[config.mk]
export PLATFORM = sky130hd
export DESIGN_NAME = ps2_mouse_packet
export DESIGN_NICKNAME = d
export VERILOG_FILES = /design/src/rtl/ps2_mouse_packet.sv
export SDC_FILE = /design/constraint.sdc
export NUM_CORES = 1
export LEC_CHECK = 0
export BUFFER_PORTS_ARGS = -buffer_cell sky130_fd_sc_hd__buf_4
export CORE_ASPECT_RATIO = 0.8
export CORE_UTILIZATION = 50
export DETAILED_ROUTE_END_ITERATION = 16
export GPL_ROUTABILITY_DRIVEN = 0
export PLACE_DENSITY_LB_ADDON = 0.3
export REMOVE_ABC_BUFFERS = 1
export SYNTH_ARGS = -nofsm -noshare
export SYNTH_HDL_FRONTEND = slang
export SYNTH_SLANG_ARGS = --single-unit
export TNS_END_PERCENT = 5
[constraint.sdc]
create_clock -name clk -period 7.45 [get_ports clk]
set_input_delay 1.49 -clock clk [delete_from_list [all_inputs] [get_ports clk]]
set_output_delay 1.49 -clock clk [all_outputs]
set_load 0.005 [all_outputs]
[src/rtl/ps2_mouse_packet.sv]
// PS/2 mouse packet assembler: builds 3-byte packets from the byte receiver,
// decodes buttons/deltas and tracks a clamped cursor position.
module ps2_mouse_packet #(
    parameter int TIMEOUT_CYC = 200_000,
    parameter int X_MAX       = 639,
    parameter int Y_MAX       = 479
) (
    input  logic       clk,
    input  logic       reset,
    input  logic       rx_done,
    input  logic [7:0] rx_data,
    output logic       pkt_valid,
    output logic [2:0] btn,
    output logic [1:0] ovf,
    output logic [8:0] dx,
    output logic [8:0] dy,
    output logic [9:0] x_pos,
    output logic [9:0] y_pos,
    output logic       sync_err
);

    localparam int CW = (TIMEOUT_CYC > 2) ? $clog2(TIMEOUT_CYC) : 1;
    localparam logic [CW-1:0] CNT_LAST = CW'(TIMEOUT_CYC - 1);
    localparam logic signed [11:0] X_LIM = 12'(X_MAX);
    localparam logic signed [11:0] Y_LIM = 12'(Y_MAX);
    localparam logic [9:0] X_RST = 10'((X_MAX + 1) / 2);
    localparam logic [9:0] Y_RST = 10'((Y_MAX + 1) / 2);

    typedef enum logic [1:0] {
        WAIT_B0,
        WAIT_B1,
        WAIT_B2
    } state_t;

    state_t        state;
    logic [CW-1:0] cnt;

    // Fields of byte0 kept until the packet completes
    logic [2:0] b0_btn;
    logic       b0_xs;
    logic       b0_ys;
    logic [1:0] b0_ovf;
    logic [7:0] b1;

    logic               expire;
    logic [8:0]         dx_n;
    logic [8:0]         dy_n;
    logic signed [11:0] dx_e;
    logic signed [11:0] dy_e;
    logic signed [11:0] x_sum;
    logic signed [11:0] y_sum;
    logic [9:0]         x_n;
    logic [9:0]         y_n;

    // Timeout detection and next-position arithmetic with clamping
    always_comb begin
        expire = (state != WAIT_B0) && !rx_done && (cnt == CNT_LAST);
        dx_n   = {b0_xs, b1};
        dy_n   = {b0_ys, rx_data};
        dx_e   = b0_ovf[0] ? 12'sd0 : {{3{dx_n[8]}}, dx_n};
        dy_e   = b0_ovf[1] ? 12'sd0 : {{3{dy_n[8]}}, dy_n};
        x_sum  = $signed({2'b00, x_pos}) + dx_e;
        y_sum  = $signed({2'b00, y_pos}) - dy_e;
        if (x_sum < 0)
            x_n = '0;
        else if (x_sum > X_LIM)
            x_n = X_LIM[9:0];
        else
            x_n = x_sum[9:0];
        if (y_sum < 0)
            y_n = '0;
        else if (y_sum > Y_LIM)
            y_n = Y_LIM[9:0];
        else
            y_n = y_sum[9:0];
    end

    // Packet FSM, timeout counter and registered outputs
    always_ff @(posedge clk or negedge reset) begin
        if (!reset) begin
            state     <= WAIT_B0;
            cnt       <= '0;
            b0_btn    <= '0;
            b0_xs     <= 1'b0;
            b0_ys     <= 1'b0;
            b0_ovf    <= '0;
            b1        <= '0;
            pkt_valid <= 1'b0;
            sync_err  <= 1'b0;
            btn       <= '0;
            ovf       <= '0;
            dx        <= '0;
            dy        <= '0;
            x_pos     <= X_RST;
            y_pos     <= Y_RST;
        end else begin
            pkt_valid <= 1'b0;
            sync_err  <= 1'b0;
            if (rx_done || state == WAIT_B0 || expire)
                cnt <= '0;
            else
                cnt <= cnt + 1'b1;
            unique case (state)
                WAIT_B0: begin
                    if (rx_done) begin
                        if (rx_data[3]) begin
                            b0_btn <= rx_data[2:0];
                            b0_xs  <= rx_data[4];
                            b0_ys  <= rx_data[5];
                            b0_ovf <= rx_data[7:6];
                            state  <= WAIT_B1;
                        end else begin
                            sync_err <= 1'b1;
                        end
                    end
                end
                WAIT_B1: begin
                    if (rx_done) begin
                        b1    <= rx_data;
                        state <= WAIT_B2;
                    end else if (expire) begin
                        sync_err <= 1'b1;
                        state    <= WAIT_B0;
                    end
                end
                WAIT_B2: begin
                    if (rx_done) begin
                        btn       <= b0_btn;
                        ovf       <= b0_ovf;
                        dx        <= dx_n;
                        dy        <= dy_n;
                        x_pos     <= x_n;
                        y_pos     <= y_n;
                        pkt_valid <= 1'b1;
                        state     <= WAIT_B0;
                    end else if (expire) begin
                        sync_err <= 1'b1;
                        state    <= WAIT_B0;
                    end
                end
                default: state <= WAIT_B0;
            endcase
        end
    end

endmodule

# [Yosys cells after proc, flatten, opt, wreduce, memory -nomap -nowiden]
# Index checks and enable logic that the tools add are counted.
[word_totals] ff_bits=80 input_bits=11 word_cells=59 out_inout_bits=45
[op_classes] n_reduce_logical=12 order_cmp=4 n_mux=20 n_eq_ne=5 add_sub_neg=3
[ops] cell="$mux W10" n=4
[ops] cell="$lt A12 B1 Y1 const B" n=2
[ops] cell="$mux W12" n=2
[ops] cell="$add A18 B1 Y18 const B" n=1
[ops] cell="$eq A18 B18 Y1 const B" n=1
[ops] cell="$mux W18" n=1
[ops] cell="$add A11 B12 Y12" n=1
[ops] cell="$gt A12 B10 Y1 const B" n=1
[ops] cell="$gt A12 B11 Y1 const B" n=1
[ops] cell="$sub A11 B12 Y12" n=1
[ops] cell="$mux W2" n=5
[ops] cell="$mux W1" n=6
[ops] cell="$pmux W2 S3" n=1
[ops] cell="$reduce_and A2 Y1" n=3
[ops] cell="$ne A2 B2 Y1 const B" n=2
[ops] cell="$reduce_and A3 Y1" n=1
[ops] cell="$eq A2 B1 Y1 const B" n=1
[ops] cell="$eq A2 B2 Y1 const B" n=1
[ops] cell="$logic_and A1 B1 Y1" n=2
[ops] cell="$logic_not A2 Y1" n=1
[ops] cell="$logic_or A1 B1 Y1" n=2
[ops] cell="$pmux W1 S2" n=1
[ops] cell="$reduce_bool A2 Y1" n=1
[ops] cell="$reduce_or A2 Y1" n=1
[ops] cell="$logic_not A1 Y1" n=1

# [Longest topological paths before layout]
# Gate-level depths: netlist (run 1).
[depth] ltp_word=6 ltp_mapped=12 ltp_nobuf=11

# [Worst setup path before layout (run 1)]
# OpenSTA, ideal clock, no wires.
[synth_path] kind="input to register" startpoint="in rx_data[0]" endpoint="reg y_pos[2]" path_slack_ns=3.895 arrival_ns=3.425 setup_time_ns=0.130 stages=11 path_buffers=0 required_ns=7.320 cell_sequence="nor2b_1 ha_1 inv_1 fa_1 a211oi_1 o21a_1 nor3_1 a31oi_1 xnor2_1 nand4_1 a2bb2oi_1"
[synth_via] elab_chain_cells=5 word_cells_on_any_way=6 cone_classes="add/sub (1); order compare (2); mux (3)"
[synth_rtl] element="from (decl)" line="11" text="input logic [7:0] rx_data,"
[synth_rtl] element="$mux W12 *" line="61" text="dy_e = b0_ovf[1] ? 12'sd0 : {{3{dy_n[8]}}, dy_n};"
[synth_rtl] element="$sub A11 B12 Y12 *" line="63" text="y_sum = $signed({2'b00, y_pos}) - dy_e;"
[synth_rtl] element="$gt A12 B10 Y1" line="72" text="else if (y_sum > Y_LIM)"
[synth_rtl] element="$mux W10" line="72"
[synth_rtl] element="$mux W10 *" line="70" text="if (y_sum < 0)"
[synth_rtl] element="to (signal assigned)" line="133" text="y_pos <= y_n;"
[synth_rtl] element="to (decl)" line="18" text="output logic [9:0] y_pos,"
# Every way passes the cells marked *; elsewhere a longest branch is shown, timed or not.
# A chain may end at the register's enable or synchronous reset.

# [Worst setup path after layout (run 1)]
# Ends and elaborated chain as after synthesis.

==> impl_metrics.json, run 1 <==
{
  "grt_max_degree": 81,
  "portBuffers": 55,
  "cts_tree": "built",
  "antenna_found_initial": 0,
  "yosys.cell_types.count": 57,
  "tns_ps": 0,
  "switchingPower_mw": 1.011,
  "hold_class": "flop to flop",
  "maxCapViolCount": 0,
  "synth_edf_count": 0,
  "path_class": "primary input to flop",
  "fill_cells": 729,
  "clkTransAtPathRegs_ps": 60,
  "startpoint_type": "primary input",
  "final_cells": 632,
  "crit_path_end_kind": "flop",
  "first_pass_iters": 4,
  "crit_buf_inv": 2,
  "hold_buffers": 0,
  "p_clk_share_pct": 18.6,
  "slowest_delay_ps": 440,
  "pwr-share-seq_pct": 28.8,
  "syn-cell-area_um2": 4514,
  "cts_max_path_buffers": 2,
  "syn_inst": 460,
  "regArea_um2": 2009,
  "syn_area_per_cell_um2": 9.814,
  "crit_slowest_cell": "fa_1",
  "vdd_drop_max_mv": 0.2324,
  "grt_use_total_pct": 22.50,
  "cts-htree-levels": 3,
  "numCtsBuffers": 9,
  "final_area_um2": 5360,
  "status": "completed",
  "overflow": 0,
  "num_vias": 3461,
  "post-dp-hpwl_mm": 7.008,
  "ios": 56,
  "die_area_um2": 9415,
  "viasPerCell": 5.476,
  "grt_first_pass_wirelength_mm": 16.40,
  "pre_cts_ws_ps": 3477,
  "comb_power_share_pct": 52.6,
  "fin_skew_ps": 7.805,
  "leakage_nw": 2.547,
  "drt_wl_total_mm": 9.756,
  "seq_area_frac_synth_pct": 44.51,
  "postCtsResizedCells": 0,
  "die-width_um": 108.2,
  "internal_power_mw": 1.586,
  "wl_per_cell_um": 15.44,
  "drc_errors": 0,
  "place_inst": 616,
  "clk_latency_ps": 330,
  "p_per_area_nw_per_um2": 484.5,
  "cts_setup_buffers": 0,
  "synth-seq-cells": 80,
  "num_rows": 30,
  "place_area_um2": 5030,
  "synth_area_leaders": "dfrtp_1 (41%), nand2_1 (8.4%), ha_1 (7.8%), mux2_2 (3.7%), xnor2_1 (3.7%)",
  "synth_top_area_share_pct": 41.02,
  "die_h_um": 86.99,
  "multi_input_area_um2": 2392,
  "first_iter_violations": 139,
  "nets": 556,
  "fin_hold_ws_ps": 462.5,
  "tightestPinTransition_ps": 981.6,
  "num_antenna_cells": 0,
  "core_area_um2": 8633,
  "rsz0062_at_grt": "no",
  "period_minus_slack_ps": 3615,
  "layout_setup_ws_ps": 3835,
  "synthFlopType": "dfrtp_1",
  "cts.sinks": 80,
  "synthToLayoutAreaGrowth_pct": 18.74,
  "worst_ep_arrival_time_ps": 3820,
  "final.period_utilization_pct": 48.53,
  "yosysTopAreaCell": "dfrtp_1",
  "utilization_pct": 62.09,
  "grt_pass1_vias": 3346,
  "max_slew_margin_pct": 34.56,
  "synth_async_sr_flop_share_pct": 100.0,
  "worst_path_dominant_cell_family": "compound AO/OA/AOI/OAI gates",
  "drive_gt1_share_pct": 21.54,
  "slew_violations": 0,
  "finalHoldViolCount": 0,
  "initial_core_util_pct": 52.29,
  "cts-root-buf": "clkbuf_16",
  "fmax_mhz": 276.6,
  "ant_nets": 0,
  "setup_violations": 0,
  "power_mw": 2.597,
  "swShare_pct": 38.94,
  "ys_warn_count": 0,
  "cp_max_fo": 6,
  "cp_cell_sequence": "buf_4, nor2b_1, ha_1, inv_1, fa_1, a211oi_1, o21a_1, nor3_1, a31oi_1, xnor2_1, nand4_1, a2bb2oi_1",
  "required_ps": 7650
}
==> synth_stat cells (2+ instances only) <==
cell type    n
nand2_1    101
dfrtp_1     74
nor2_1      35
ha_1        28
xnor2_1     19
inv_1       16
xor2_1      16
mux2_2      15
a21oi_1     12
nand2b_1    12
nand3_1     10
nor2b_1     10
clkbuf_1     9
a2bb2oi_1    8
o21ai_0      8
a21o_1       7
and3_1       7
o221a_2      7
dfstp_2      6
nor3_1       5
nand4_1      4
o21a_1       4
a211oi_1     3
o211ai_1     3
a31oi_1      2
and2_1       2
buf_2        2
fa_1         2
nor4_1       2
o22a_1       2
o22ai_1      2
o32ai_1      2
==> power by group through the flow <==
stage	registers, mW	clock network (mW)	logic, mW
final	0.747	0.482	1.37
after global routing	0.771	0.506	1.52
after CTS	0.748	0.490	1.36
after detailed placement	0.753	0	1.35
after global placement	0.750	0	1.30
after floorplan	0.722	0	0.969
==> layer usage <==
metal	up-vias	part of all wire (%)	GRT usage, %
met3	16	5.5	4.637
met2	93	45	35.09
met4	0	1.5	6.974
li1	1699	-	-
met5	-	0	0
met1	1653	48	31.52
==> cells in the final DEF, fill, tap and decap left out, types with 7 or more instances in the layout <==
cell       instances
inv_1             16
and3_1             7
dfrtp_1           74
nand3_1           10
o21ai_0            8
a21oi_1           12
o221a_2            7
clkbuf_16          9
nand2_1          101
nor2_1            35
nor2b_1           10
nand2b_1          12
ha_1              28
xor2_1            16
a21o_1             7
mux2_2            15
xnor2_1           19
a2bb2oi_1          8
buf_4             57
==> cell type report <==
class,instances,share of cell area (%)
multi-input combinational,351,44.63
sequential,80,37.49
timing repair buffer,57,7.983
clock buffer,10,4.458
tap,112,2.614
clock inverter,6,1.704
inverter,16,1.120
==> flip-flops by register name, indices dropped and copies added (netlist names) <==
signal	flops
ovf	2
y_pos	10
pkt_valid	1
b0_ovf	2
state	2
dy	9
b1	8
b0_ys	1
b0_btn	3
cnt	18
b0_xs	1
dx	9
btn	3
sync_err	1
x_pos	10
==> final timing paths <==
check,startpoint,endpoint,slack [ps],cells after the start
worst max-delay path,rx_data[0],y_pos[2]$_DFFE_PN0P_,3830,12
worst min register to register,b0_btn[1]$_DFFE_PN0P_,btn[1]$_DFFE_PN0P_,460,2
worst max register to register,b0_ovf[0]$_DFFE_PN0P_,x_pos[4]$_DFFE_PN0P_,4340,11
max in group asynchronous,reset,dy[6]$_DFFE_PN0P_,5500,1
worst min-delay path,b0_btn[1]$_DFFE_PN0P_,btn[1]$_DFFE_PN0P_,460,2
min in group asynchronous,reset,cnt[14]$_DFF_PN0_,1300,1
==> cell families after synthesis <==
family	count (synthesis)	synth area share, %
buffers and inverters	29	2.494
AO/OA/AOI/OAI	74	13.55
AND/OR/NAND/NOR	195	19.73
flip-flops	80	44.51
adder cells (fa/ha/maj)	30	8.648
XOR/XNOR	35	6.790
multiplexers	17	4.268
==> worst register-to-register path, cell delays in order (launching register included) <==
cell and delay (ps):
dfrtp_1 490, nor2b_1 200, ha_1 230, inv_1 70, fa_1 460, nor2b_4 150
o31a_4 150, o41ai_4 80, o32ai_1 380, mux2i_2 350, nand3_4 170, o221a_2 280
Power figures use the tool's default switching activity.
==> run 2, diff against run 1 <==
==> constraint.sdc (replaced) <==
create_clock -name clk -period 3.4 [get_ports clk]
set_input_delay 0.68 -clock clk [delete_from_list [all_inputs] [get_ports clk]]
set_output_delay 0.68 -clock clk [all_outputs]
set_load 0.005 [all_outputs]
==> run 2 against run 1 <==
Final cell count grew 0.32%. Sequential cell count stayed put. Sequential power up 120%. Global-route usage rose by 0.59 points. Power up 120%. Worst hold slack better by 14 ps. Worst setup slack got worse by 3500 ps. Critical path depth is 1 lower. Clock power is 100% higher. Sequential share of layout area increased by 0.070 points. Non-clock buffer count up 2. Critical endpoint is now x_pos[4]$_DFFE_PN0P_. Largest cell class unchanged.
==> impl_metrics.json, run 2 (synthesis gave the netlist of run 1 again) <==
{
  "status": "completed",
  "hold_buffers": 0,
  "hold_class": "flop to flop",
  "vdd_drop_max_mv": 0.6768,
  "grt_pass1_vias": 3431,
  "p_per_area_nw_per_um2": 1055,
  "crit_buf_inv": 1,
  "required_ps": 3620,
  "tightestPinTransition_ps": 985.4,
  "num_antenna_cells": 0,
  "num_vias": 3479,
  "ios": 56,
  "num_rows": 30,
  "max_slew_margin_pct": 34.31,
  "first_pass_iters": 5,
  "die_h_um": 86.99,
  "final_common_cell": "nand2_1",
  "grt_max_degree": 81,
  "synthToLayoutAreaGrowth_pct": 18.51,
  "wl_met2_mm": 4.617,
  "final_area_um2": 5350,
  "post-dp-hpwl_mm": 7.070,
  "fin_skew_ps": 6.161,
  "setup_violations": 0,
  "grt_use_total_pct": 23.09,
  "finalHoldViolCount": 0,
  "drt_wl_total_mm": 9.985,
  "cp_max_fo": 11,
  "cts_tree": "built",
  "grt_first_pass_wirelength_mm": 16.50,
  "initial_core_util_pct": 52.29,
  "cp_cell_sequence": "nor2b_1, ha_1, inv_1, fa_1, nor2b_4, o31a_4, o41ai_4, o32ai_1, mux2i_2, nand3_4, o221a_2",
  "slowest_delay_ps": 480,
  "fmax_mhz": 321.2,
  "first_iter_violations": 141,
  "max_flop_register": "cnt",
  "top_layer": "met4",
  "die-width_um": 108.2,
  "wl_per_cell_um": 15.75,
  "dr_wl_met3_um": 578,
  "wl_met1_mm": 4.708,
  "startpoint_type": "flop",
  "slew_violations": 0,
  "cts-root-buf": "clkbuf_16",
  "maxCapViolCount": 0,
  "clkTransAtPathRegs_ps": 60,
  "ant_nets": 0,
  "crit_path_end_kind": "flop",
  "clk_latency_ps": 340,
  "cts-htree-levels": 3,
  "die_area_um2": 9415,
  "drive_gt1_share_pct": 21.65,
  "worst_path_dominant_cell_family": "compound AO/OA/AOI/OAI gates",
  "leakage_nw": 2.537,
  "overflow": 0,
  "cts_max_path_buffers": 2,
  "worst_ep_arrival_time_ps": 3330,
  "nets": 558,
  "portBuffers": 55,
  "final.period_utilization_pct": 91.56,
  "core_area_um2": 8633,
  "crit_slowest_cell": "dfrtp_1",
  "rsz0062_at_grt": "no",
  "postCtsResizedCells": 0,
  "numCtsBuffers": 9,
  "largest_reg_flops": 18,
  "period_minus_slack_ps": 3113,
  "path_class": "flop to flop",
  "place_area_um2": 5045,
  "cts.sinks": 80,
  "most-common-layout-cells": "nand2_1 (101), dfrtp_1 (74), buf_4 (59)",
  "drc_errors": 0,
  "reg_top3": "cnt x18, x_pos x10, y_pos x10",
  "tns_ps": 0,
  "viasPerCell": 5.487,
  "antenna_found_initial": 0,
  "cts_setup_buffers": 0
}
[run 2: cell type report]
type | instances | area, µm²
clock buffers | 11 | 242.7
clock inverters | 5 | 62.56
fillers | 737 | 3283
inverters | 16 | 60.06
multi-input cells | 351 | 2392
flip-flops and latches | 80 | 2009
well taps | 112 | 140.1
repair buffers | 59 | 442.9
[run 2: worst paths after layout]
check | to | from | cells past startpoint | slack [ps]
setup / recovery | x_pos[4]$_DFFE_PN0P_ | b0_ovf[0]$_DFFE_PN0P_ | 11 | 290
hold / removal | btn[0]$_DFFE_PN0P_ | b0_btn[0]$_DFFE_PN0P_ | 2 | 480
setup reg to reg | x_pos[4]$_DFFE_PN0P_ | b0_ovf[0]$_DFFE_PN0P_ | 11 | 290
hold reg to reg | btn[0]$_DFFE_PN0P_ | b0_btn[0]$_DFFE_PN0P_ | 2 | 480
max in group asynchronous | dx[5]$_DFFE_PN0P_ | reset | 1 | 2260
min in group asynchronous | cnt[10]$_DFF_PN0_ | reset | 1 | 500
[run 2: metal layers]
metal / up-vias / global-route usage [%]
li1: 1704 / -
met1: 1669 / 31.79
met2: 98 / 36.02
met3: 8 / 5.610
met4: 0 / 7.347
met5: - / 0
[run 2: power breakdown]
group          total [mW]  switching, mW  internal, mW
combinational        3.03           1.54          1.49
clock               0.983          0.389         0.594
sequential           1.63          0.301          1.33
[run 2: metrics by stage]
step | instances | hold slack, ps | utilization, % | power [mW] | setup slack [ps]
2_1_floorplan | 447 | 384.4 | - | 3.704 | 591.4
3_3_place_gp | 618 | 455.2 | 58.43 | 4.502 | 348.8
3_5_place_dp | 618 | 463.3 | 58.43 | 4.631 | 203.0
4_1_cts | 634 | 478.2 | 61.97 | 5.646 | 262.1
5_1_grt | 634 | 491.4 | 61.97 | 6.083 | 67.82
6_report | 634 | 476.4 | 61.97 | 5.643 | 286.8
[run 2: tightest hold or removal path, delay by kind of cell (launching register included)]
kind | cells | cell delay [ps]
flip-flops | 1 | 340
AND/OR/NAND/NOR | 2 | 100
